===== src/rtl/sync_fifo_ram.sv =====
// sync_fifo_ram: WIDTH x DEPTH storage with one synchronous write port and
// one asynchronous read port. The contents are not reset.
// Ports:
//   clk    - write clock (rising edge)
//   we     - write enable
//   waddr  - write address, 0..DEPTH-1
//   wdata  - write data
//   raddr  - read address, 0..DEPTH-1
//   rdata  - read data, a combinational view of mem[raddr]
module sync_fifo_ram #(
  parameter int WIDTH = 32,
  parameter int DEPTH = 10,
  parameter int AW    = 4
) (
  input  logic             clk,
  input  logic             we,
  input  logic [AW-1:0]    waddr,
  input  logic [WIDTH-1:0] wdata,
  input  logic [AW-1:0]    raddr,
  output logic [WIDTH-1:0] rdata
);

  logic [WIDTH-1:0] mem [DEPTH];

  always_ff @(posedge clk) begin
    if (we) begin
      mem[waddr] <= wdata;
    end
  end

  assign rdata = mem[raddr];

endmodule


===== src/rtl/sync_fifo_param.sv =====
// sync_fifo_param: parametrised single-clock FIFO. DEPTH does not have to be
// a power of two. The read side can run in one of two modes:
//   FWFT = 0 : registered read, data_out is loaded on the edge that pops
//   FWFT = 1 : the head word is visible on data_out while flag is high
// Ports:
//   clk, rst           - clock and asynchronous active-high reset
//   flush              - synchronous clear of pointers, count and error flags
//   wr, data_in        - write request and write data
//   rd                 - read request (pop)
//   data_out           - read data
//   flag               - data available (not empty)
//   full, almost_full  - count == DEPTH, count >= AF_LEVEL
//   almost_empty       - count <= AE_LEVEL
//   count              - occupancy, 0..DEPTH
//   overflow/underflow - sticky flags: write while full / read while empty
module sync_fifo_param #(
  parameter  int WIDTH    = 32,
  parameter  int DEPTH    = 10,
  parameter  int AF_LEVEL = DEPTH - 2,
  parameter  int AE_LEVEL = 2,
  parameter  int FWFT     = 0,
  localparam int CW       = $clog2(DEPTH + 1)
) (
  input  logic             clk,
  input  logic             rst,
  input  logic             flush,
  input  logic             wr,
  input  logic [WIDTH-1:0] data_in,
  input  logic             rd,
  output logic [WIDTH-1:0] data_out,
  output logic             flag,
  output logic             full,
  output logic             almost_full,
  output logic             almost_empty,
  output logic [CW-1:0]    count,
  output logic             overflow,
  output logic             underflow
);

  localparam int PW = (DEPTH > 1) ? $clog2(DEPTH) : 1;

  localparam logic [CW-1:0] DEPTH_C = CW'(DEPTH);
  localparam logic [CW-1:0] AF_C    = CW'(AF_LEVEL);
  localparam logic [CW-1:0] AE_C    = CW'(AE_LEVEL);
  localparam logic [PW-1:0] LAST_C  = PW'(DEPTH - 1);

  // Explicit wrap at DEPTH-1 so that non power-of-two depths work.
  function automatic logic [PW-1:0] ptr_inc(input logic [PW-1:0] p);
    return (p == LAST_C) ? '0 : p + PW'(1);
  endfunction

  logic [PW-1:0]    wr_ptr_q, wr_ptr_d;
  logic [PW-1:0]    rd_ptr_q, rd_ptr_d;
  logic [CW-1:0]    count_q, count_d;
  logic             overflow_q, overflow_d;
  logic             underflow_q, underflow_d;
  logic             empty;
  logic             wr_acc, rd_acc;
  logic             ram_we;
  logic [WIDTH-1:0] ram_rdata;

  assign empty        = (count_q == '0);
  assign full         = (count_q == DEPTH_C);
  assign flag         = ~empty;
  assign almost_full  = (count_q >= AF_C);
  assign almost_empty = (count_q <= AE_C);
  assign count        = count_q;
  assign overflow     = overflow_q;
  assign underflow    = underflow_q;

  // Accepts use pre-edge status only: a read in this cycle never frees a
  // slot for a write in the same cycle.
  assign wr_acc = wr & ~full;
  assign rd_acc = rd & ~empty;
  assign ram_we = wr_acc & ~flush;

  always_comb begin
    wr_ptr_d    = wr_ptr_q;
    rd_ptr_d    = rd_ptr_q;
    count_d     = count_q;
    overflow_d  = overflow_q;
    underflow_d = underflow_q;
    if (flush) begin
      wr_ptr_d    = '0;
      rd_ptr_d    = '0;
      count_d     = '0;
      overflow_d  = 1'b0;
      underflow_d = 1'b0;
    end else begin
      if (wr_acc) wr_ptr_d = ptr_inc(wr_ptr_q);
      if (rd_acc) rd_ptr_d = ptr_inc(rd_ptr_q);
      case ({wr_acc, rd_acc})
        2'b10:   count_d = count_q + CW'(1);
        2'b01:   count_d = count_q - CW'(1);
        default: count_d = count_q;
      endcase
      if (wr & full)  overflow_d  = 1'b1;
      if (rd & empty) underflow_d = 1'b1;
    end
  end

  always_ff @(posedge clk or posedge rst) begin
    if (rst) begin
      wr_ptr_q    <= '0;
      rd_ptr_q    <= '0;
      count_q     <= '0;
      overflow_q  <= 1'b0;
      underflow_q <= 1'b0;
    end else begin
      wr_ptr_q    <= wr_ptr_d;
      rd_ptr_q    <= rd_ptr_d;
      count_q     <= count_d;
      overflow_q  <= overflow_d;
      underflow_q <= underflow_d;
    end
  end

  sync_fifo_ram #(
    .WIDTH (WIDTH),
    .DEPTH (DEPTH),
    .AW    (PW)
  ) u_ram (
    .clk   (clk),
    .we    (ram_we),
    .waddr (wr_ptr_q),
    .wdata (data_in),
    .raddr (rd_ptr_q),
    .rdata (ram_rdata)
  );

  generate
    if (FWFT != 0) begin : g_fwft
      // Head word shown directly; only meaningful while flag is high.
      assign data_out = ram_rdata;
    end else begin : g_std
      logic [WIDTH-1:0] dout_q, dout_d;

      always_comb begin
        dout_d = dout_q;
        if (rd_acc && !flush) dout_d = ram_rdata;
      end

      always_ff @(posedge clk or posedge rst) begin
        if (rst) dout_q <= '0;
        else     dout_q <= dout_d;
      end

      assign data_out = dout_q;
    end
  endgenerate

endmodule

===== config.mk =====
export PLATFORM = sky130hd
export DESIGN_NAME = sync_fifo_param
export DESIGN_NICKNAME = d
export VERILOG_FILES = /design/src/rtl/sync_fifo_ram.sv /design/src/rtl/sync_fifo_param.sv
export SDC_FILE = /design/constraint.sdc
export NUM_CORES = 1
export LEC_CHECK = 0
export BUFFER_PORTS_ARGS = -buffer_cell sky130_fd_sc_hd__buf_2
export CAP_MARGIN = 20
export CORE_ASPECT_RATIO = 1.25
export CORE_MARGIN = 3
export CORE_UTILIZATION = 50
export CTS_BUF_LIST = sky130_fd_sc_hd__clkbuf_2
export CTS_CLUSTER_DIAMETER = 80
export DETAILED_ROUTE_END_ITERATION = 7
export PLACE_DENSITY_LB_ADDON = 0.05
export SETUP_SLACK_MARGIN = 0.15
export SYNTH_ARGS = -nofsm -noshare
export SYNTH_HDL_FRONTEND = slang
export SYNTH_HIERARCHICAL = 1
export SYNTH_SLANG_ARGS = --single-unit

===== constraint.sdc =====
create_clock -name clk -period 8.73 [get_ports clk]
set_input_delay 0.873 -clock clk [delete_from_list [all_inputs] [get_ports clk]]
set_output_delay 0.873 -clock clk [all_outputs]
set_load 0.05 [all_outputs]

* Word-level counts from Yosys, hierarchy flattened
Memories as Yosys holds them, arrays and structs flattened. A register that Yosys moved wholly into a read port is not among the register bits.
Cells that the tools add are included.
** Word-level totals
- Memory bits (writable) :: 320
- Memories :: 1
- Output and inout port bits :: 42
- Input port bits :: 37
- Latch bits :: 0
- Bits in read-only memories :: 0
- Register bits after elaboration :: 14
** Cells by class
- $mul :: 0
- Shift-type cells :: 0
- Equal/unequal tests :: 5
- Add/subtract/negate cells :: 4
- Reduce and logical (&&, ||, !) cells :: 8
- Bitwise operators :: 8
- Magnitude comparators :: 2
- Div/mod/pow operators :: 0
- Muxes and demuxes :: 14
** Memory list
- u_ram.mem :: depth 10, bits a word 32, rd ports 1, clocked after memory_dff 1, wr ports 1, line sync_fifo_ram.sv:23 : logic [WIDTH-1:0] mem [DEPTH];
** Operators by type and width (count)
- 4-bit 2-to-1 mux :: 7
- 4-bit by 1-bit adder with 4-bit output (second input constant) :: 3
- 4-bit equality test (second input constant) :: 3
- 4-bit case mux with 2 select lines :: 1
- 2-bit nonzero test :: 4
- 1-bit 2-to-1 mux :: 6
- 1-bit bitwise AND :: 5
- 4-bit >= comparator (second input constant) :: 1
- 4-bit by 2-bit <= comparator with 1-bit output (second input constant) :: 1
- 4-bit zero test :: 1
- 4-bit by 1-bit subtractor with 4-bit output (second input constant) :: 1
- 1-bit inverter :: 3
- 3-bit nonzero test :: 1
- 2-bit by 1-bit equality test with 1-bit output (second input constant) :: 1
- 2-bit equality test (second input constant) :: 1
- 1-bit logical AND :: 1
- 1-bit zero test :: 1

* Logic depth before layout (Yosys ltp)
- Depth after elaboration :: 6
- Mapped depth :: 8
- Gate-level depth less buffers :: 7

* By module
Netlist, hierarchy kept.
** Modules (own cells, without submodules)
- sync_fifo_ram :: area each 12649.6 µm², cells an instance 666, instances 1, seq. area each 9609.2 µm²
- sync_fifo_param :: area each 2162.1 µm², cells an instance 170, instances 1, seq. area each 1151.1 µm²

* Worst setup path before layout
OpenSTA, ideal clock, no wires.
- Kind :: reg-to-reg
- Start point :: register count_q[0] (netlist: count[0])
- End point :: memory u_ram.mem[0][0], enable pin
- Buffers on the path :: 1
- Required time :: 8269 ps
- Setup time :: 461 ps
- Clock period less this slack :: 4705 ps
- Slack :: 4025 ps
- Cell stages (with the launch flop) :: 7
- Data arrival time :: 4244 ps
- Path through :: dfrtp_1 -> buf_6 -> and4bb_2 -> nand2b_4 -> nor2_1 -> or3b_2 -> nor3_1
** Between the ends
- Longest elaborated chain between the ends :: 6
** RTL lines
- from (decl) :: line sync_fifo_param.sv:54 : logic [CW-1:0] count_q, count_d;
- from (signal assigned) :: line sync_fifo_param.sv:112 : count_q <= count_d;
- 4-bit equality test :: line sync_fifo_param.sv:63 : assign full = (count_q == DEPTH_C);
- named net full :: line sync_fifo_param.sv:32 : output logic full,
- 1-bit inverter :: line sync_fifo_param.sv:73 : assign wr_acc = wr & ~full;
- 1-bit bitwise AND :: line sync_fifo_param.sv:73
- 1-bit bitwise AND :: line sync_fifo_param.sv:75 : assign ram_we = wr_acc & ~flush;
- named net ram_we :: line sync_fifo_param.sv:59 : logic ram_we;
- 1-bit 2-to-1 mux :: line sync_fifo_ram.sv:26 : if (we) begin
- 1-bit 2-to-1 mux (not written as such) :: line sync_fifo_ram.sv:27 : mem[waddr] <= wdata;
- to (decl) :: line sync_fifo_ram.sv:23
The timed path passes the listed nets, and every way through them passes these cells.

* Worst setup path in the final report
- Start point :: register count_q[0] (netlist: count[0])
- End point :: memory u_ram.mem[2][17], enable pin
** Between the ends
- Longest elaborated chain between the ends :: 6
** RTL lines (line)
- 4-bit equality test :: sync_fifo_param.sv:63
- 1-bit inverter :: sync_fifo_param.sv:73
- 1-bit bitwise AND :: sync_fifo_param.sv:73
- 1-bit bitwise AND :: sync_fifo_param.sv:75
- named net ram_we :: sync_fifo_param.sv:59
- 1-bit 2-to-1 mux :: sync_fifo_ram.sv:26
- 1-bit 2-to-1 mux (not written as such) :: sync_fifo_ram.sv:27
The timed path passes the listed nets, and every way through them passes these cells.

==> reports/qor.yml <==
worst_setup_path:
  cpLargestDelayFamily: "simple AND/OR/NAND/NOR gates"
  crit_path_start_kind: "flip-flop"
  critPathSlowestCell: "sky130_fd_sc_hd__nor2_4"
  worstSetupEndpointType: "flip-flop"
  path_max_fanout: 32
  cp_slowest_stage_delay_ps: 880
  critical_path_class: "reg -> reg"
  crit_path_cell_trace: "and4bb_2 -> nand2b_4 -> nor2_1 -> or3b_2 -> nor2_4"
  cp_bufs_invs: 0
  cp_data_arrival_time_ps: 3620
  crit_required_ps: 9200
synth:
  synth.cell_area_sq_um: 14800
  count_of_flip_flops_with_a_built_in_enable_after_synthesis: 320
  synth-warning-count: 6
  syn_avg_cell_area_sq_um: 17.7
  yosys_register_bits: 366
  syn-instance-count: 836
  synth_seq_area_share_pct: 72.6
  synth_cell_type_count: 45
  synth_top_flop_cell: "sky130_fd_sc_hd__edfxtp_1"
  asyncSetResetFlopFracSynth_pct: 12.6
  syn_nets: 879
finish:
  total_non_filler_cell_area_in_the_finished_layout_sq_um: 16500
  most-common-layout-cells: "320 x sky130_fd_sc_hd__edfxtp_1, 135 x sky130_fd_sc_hd__clkbuf_2, 116 x sky130_fd_sc_hd__mux2_2"
  fin_nets: 1019
  syn2layout_area_growth_pct: 11.7
  layout_commonest_cell: "sky130_fd_sc_hd__edfxtp_1"
  drive_above_1_share_pct: 39.5
  nFillCells: 2355
clocking:
  cts-htree-levels: 3
  post_cts_buffers: 0
  post_cts_resize_count: 0
  worstSkewPairLatency_ps: 900
  clk_pin_slew_ps: 100
  cts_buffer_depth: 3
  clock-root-buffer: "sky130_fd_sc_hd__clkbuf_2"
  clkSinkCount: 366
  tritoncts: "built"
  numCtsBuffers: 87
  cts.hold.buffers_added: 0
route:
  route.vias.total: 7889
  antenna_left: 0
  drt-pass1-iter-count: 5
  wl_per_cell_microns: 21.6
  wl_microns: 31000
  vias_per_cell: 5.48
  drt_first_iter_violations: 476
  drt_drc_violations_left: 0
die:
  initial_utilization_pct: 51.4
  die_width_microns: 160
  die_height_microns: 198
  core_area_sq_um: 28800
  ios: 79
  placement_rows: 69
  floorplan.die_area_sq_um: 31700
sta:
  final-hold-violation-count: 0
  layout_worst_path_cycle_share_pct: 36.1
  slew_headroom_pct: 27.3
  worst-slew-pin-transition_ps: 1090
  timing.clock.skew_ps: 52.1
  max_freq_mhz: 318
  finalSetupTns_ps: 0
  final.min_clock_period_ps: 3150
  rsz0062_at_grt: "false"
  final-setup-viol-count: 0
  maxSlewViolCount: 0
place:
  hpwl_microns: 16600
  port_buffers: 78
  place_congestion: 0.737
  place_area_sq_um: 15600
power_and_ir_drop:
  power.static_leakage_uw: 0.00577
  highest_ir_drop_seen_on_vdd_mv: 0.181
  clockPowerShare_pct: 26.0
  power.combinational.fraction_pct: 25.3
  switching_power_uw: 1420
  power.density_cell_area_nw_per_um2: 261
  power.switching_fraction_pct: 33.0
  p_seq_share_pct: 48.7
  cellInternalPower_uw: 2890
grt:
  grt_start_max_net_pins: 75
  grt_pass1_vias: 8479
  number_of_antenna_violations_at_the_first_check_in_global_routing: 1
  grt_first_pass_wirelength_microns: 47900
  grt_use_total_pct: 19.7
  global_route_overflow: 0
flow_run:
  cap_viol_max_count: 0
outcome:
  status: "finished, final reports clean"
hold_path:
  min_path_type: "in -> async"
==> cell type report <==
class,count,area (sq um),share of cell area [%]
inverters,6,22.5,0.136
multi-input cells,416,3830,23.2
well taps,390,488,2.95
diodes,2,5.00,0.0302
clock buffers,135,676,4.08
clock inverters,25,150,0.907
flip-flops and latches,366,10800,65.1
repair buffers,99,608,3.67
==> power groups by stage <==
| stage | clock, uW | combinational [uW] | sequential (uW) |
|---|---|---|---|
| finish | 1120 | 1090 | 2100 |
| floorplan | 0 | 600 | 2400 |
| CTS | 1170 | 1090 | 2100 |
| global placement | 0 | 1070 | 2130 |
| global route | 1260 | 1160 | 2120 |
| detailed placement | 0 | 1090 | 2140 |
==> state kept, by name, indices dropped and copies added, names as in the netlist <==
name / count
rd_ptr_q: 4
count: 4
data_out: 32
overflow: 1
underflow: 1
wr_ptr_q: 4
u_ram/mem: 320
==> kinds of logic after synthesis <==
kind of cell	Yosys count	share of synthesized area, %
buf+inv	54	2.04
fa+ha+maj	6	0.507
mux	199	14.6
simple gates	90	3.14
compound gates	120	6.99
flops	366	72.6
xor+xnor	1	0.0591
==> cells in the mapped netlist, types with 13 or more instances <==
cell                       count  share of area, %
sky130_fd_sc_hd__mux2i_1      68               4.6
sky130_fd_sc_hd__mux2_1       13              0.99
sky130_fd_sc_hd__a22o_1       32               1.9
sky130_fd_sc_hd__dfrtp_1      46               7.8
sky130_fd_sc_hd__clkbuf_1     21              0.53
sky130_fd_sc_hd__o22ai_1      32               1.4
sky130_fd_sc_hd__mux2_2      116               8.8
sky130_fd_sc_hd__nor2_1       23              0.58
sky130_fd_sc_hd__edfxtp_1    320                65
sky130_fd_sc_hd__o31ai_2      31               2.6
sky130_fd_sc_hd__nand2_1      37              0.94
sky130_fd_sc_hd__buf_2        14              0.47
==> metal layers <==
layer  global-route usage, %  vias up  share of wire, %
met5                       0        -                 0
met4                    6.37        0               1.5
met3                    4.37       37               4.9
met2                    35.4      202                53
met1                    23.8     4019                41
li1                        -     3631                 -
==> worst paths after layout <==
check / startpoint / to / slack, ps / depth (start not counted)
max: count[0]$_DFFE_PP0P_ / u_ram/mem[2][17]$_DFFE_PP_ / 5580 / 5
min: rst / data_out[29]$_DFFE_PP0P_ / 180 / 3
max reg2reg: count[0]$_DFFE_PP0P_ / u_ram/mem[2][17]$_DFFE_PP_ / 5580 / 5
min reg2reg: data_out[13]$_DFFE_PP0P_ / data_out[13]$_DFFE_PP0P_ / 490 / 1
max in group asynchronous: rst / rd_ptr_q[0]$_DFFE_PP0P_ / 8010 / 3
min in group clk: data_in[14] / u_ram/mem[1][14]$_DFFE_PP_ / 280 / 1
==> per-stage QoR <==
step           total power (uW)  worst slack (ps)  utilization (%)  std cells  hold slack (ps)
3_5_place_dp               3230              5430             54.2       1273              471
5_1_grt                    4540              5410             57.4       1438             92.0
3_3_place_gp               3200              5480             54.2       1273              466
2_1_floorplan              3000              4030                -        836              571
6_report                   4310              5580             57.4       1439              182
4_1_cts                    4370              5520             57.1       1433             67.2
==> tightest hold or removal path: stages <==
cell and delay (ps):
sky130_fd_sc_hd__buf_2 100, sky130_fd_sc_hd__inv_2 30, sky130_fd_sc_hd__buf_4 580
Note: power is estimated with default switching activity, not from simulation.
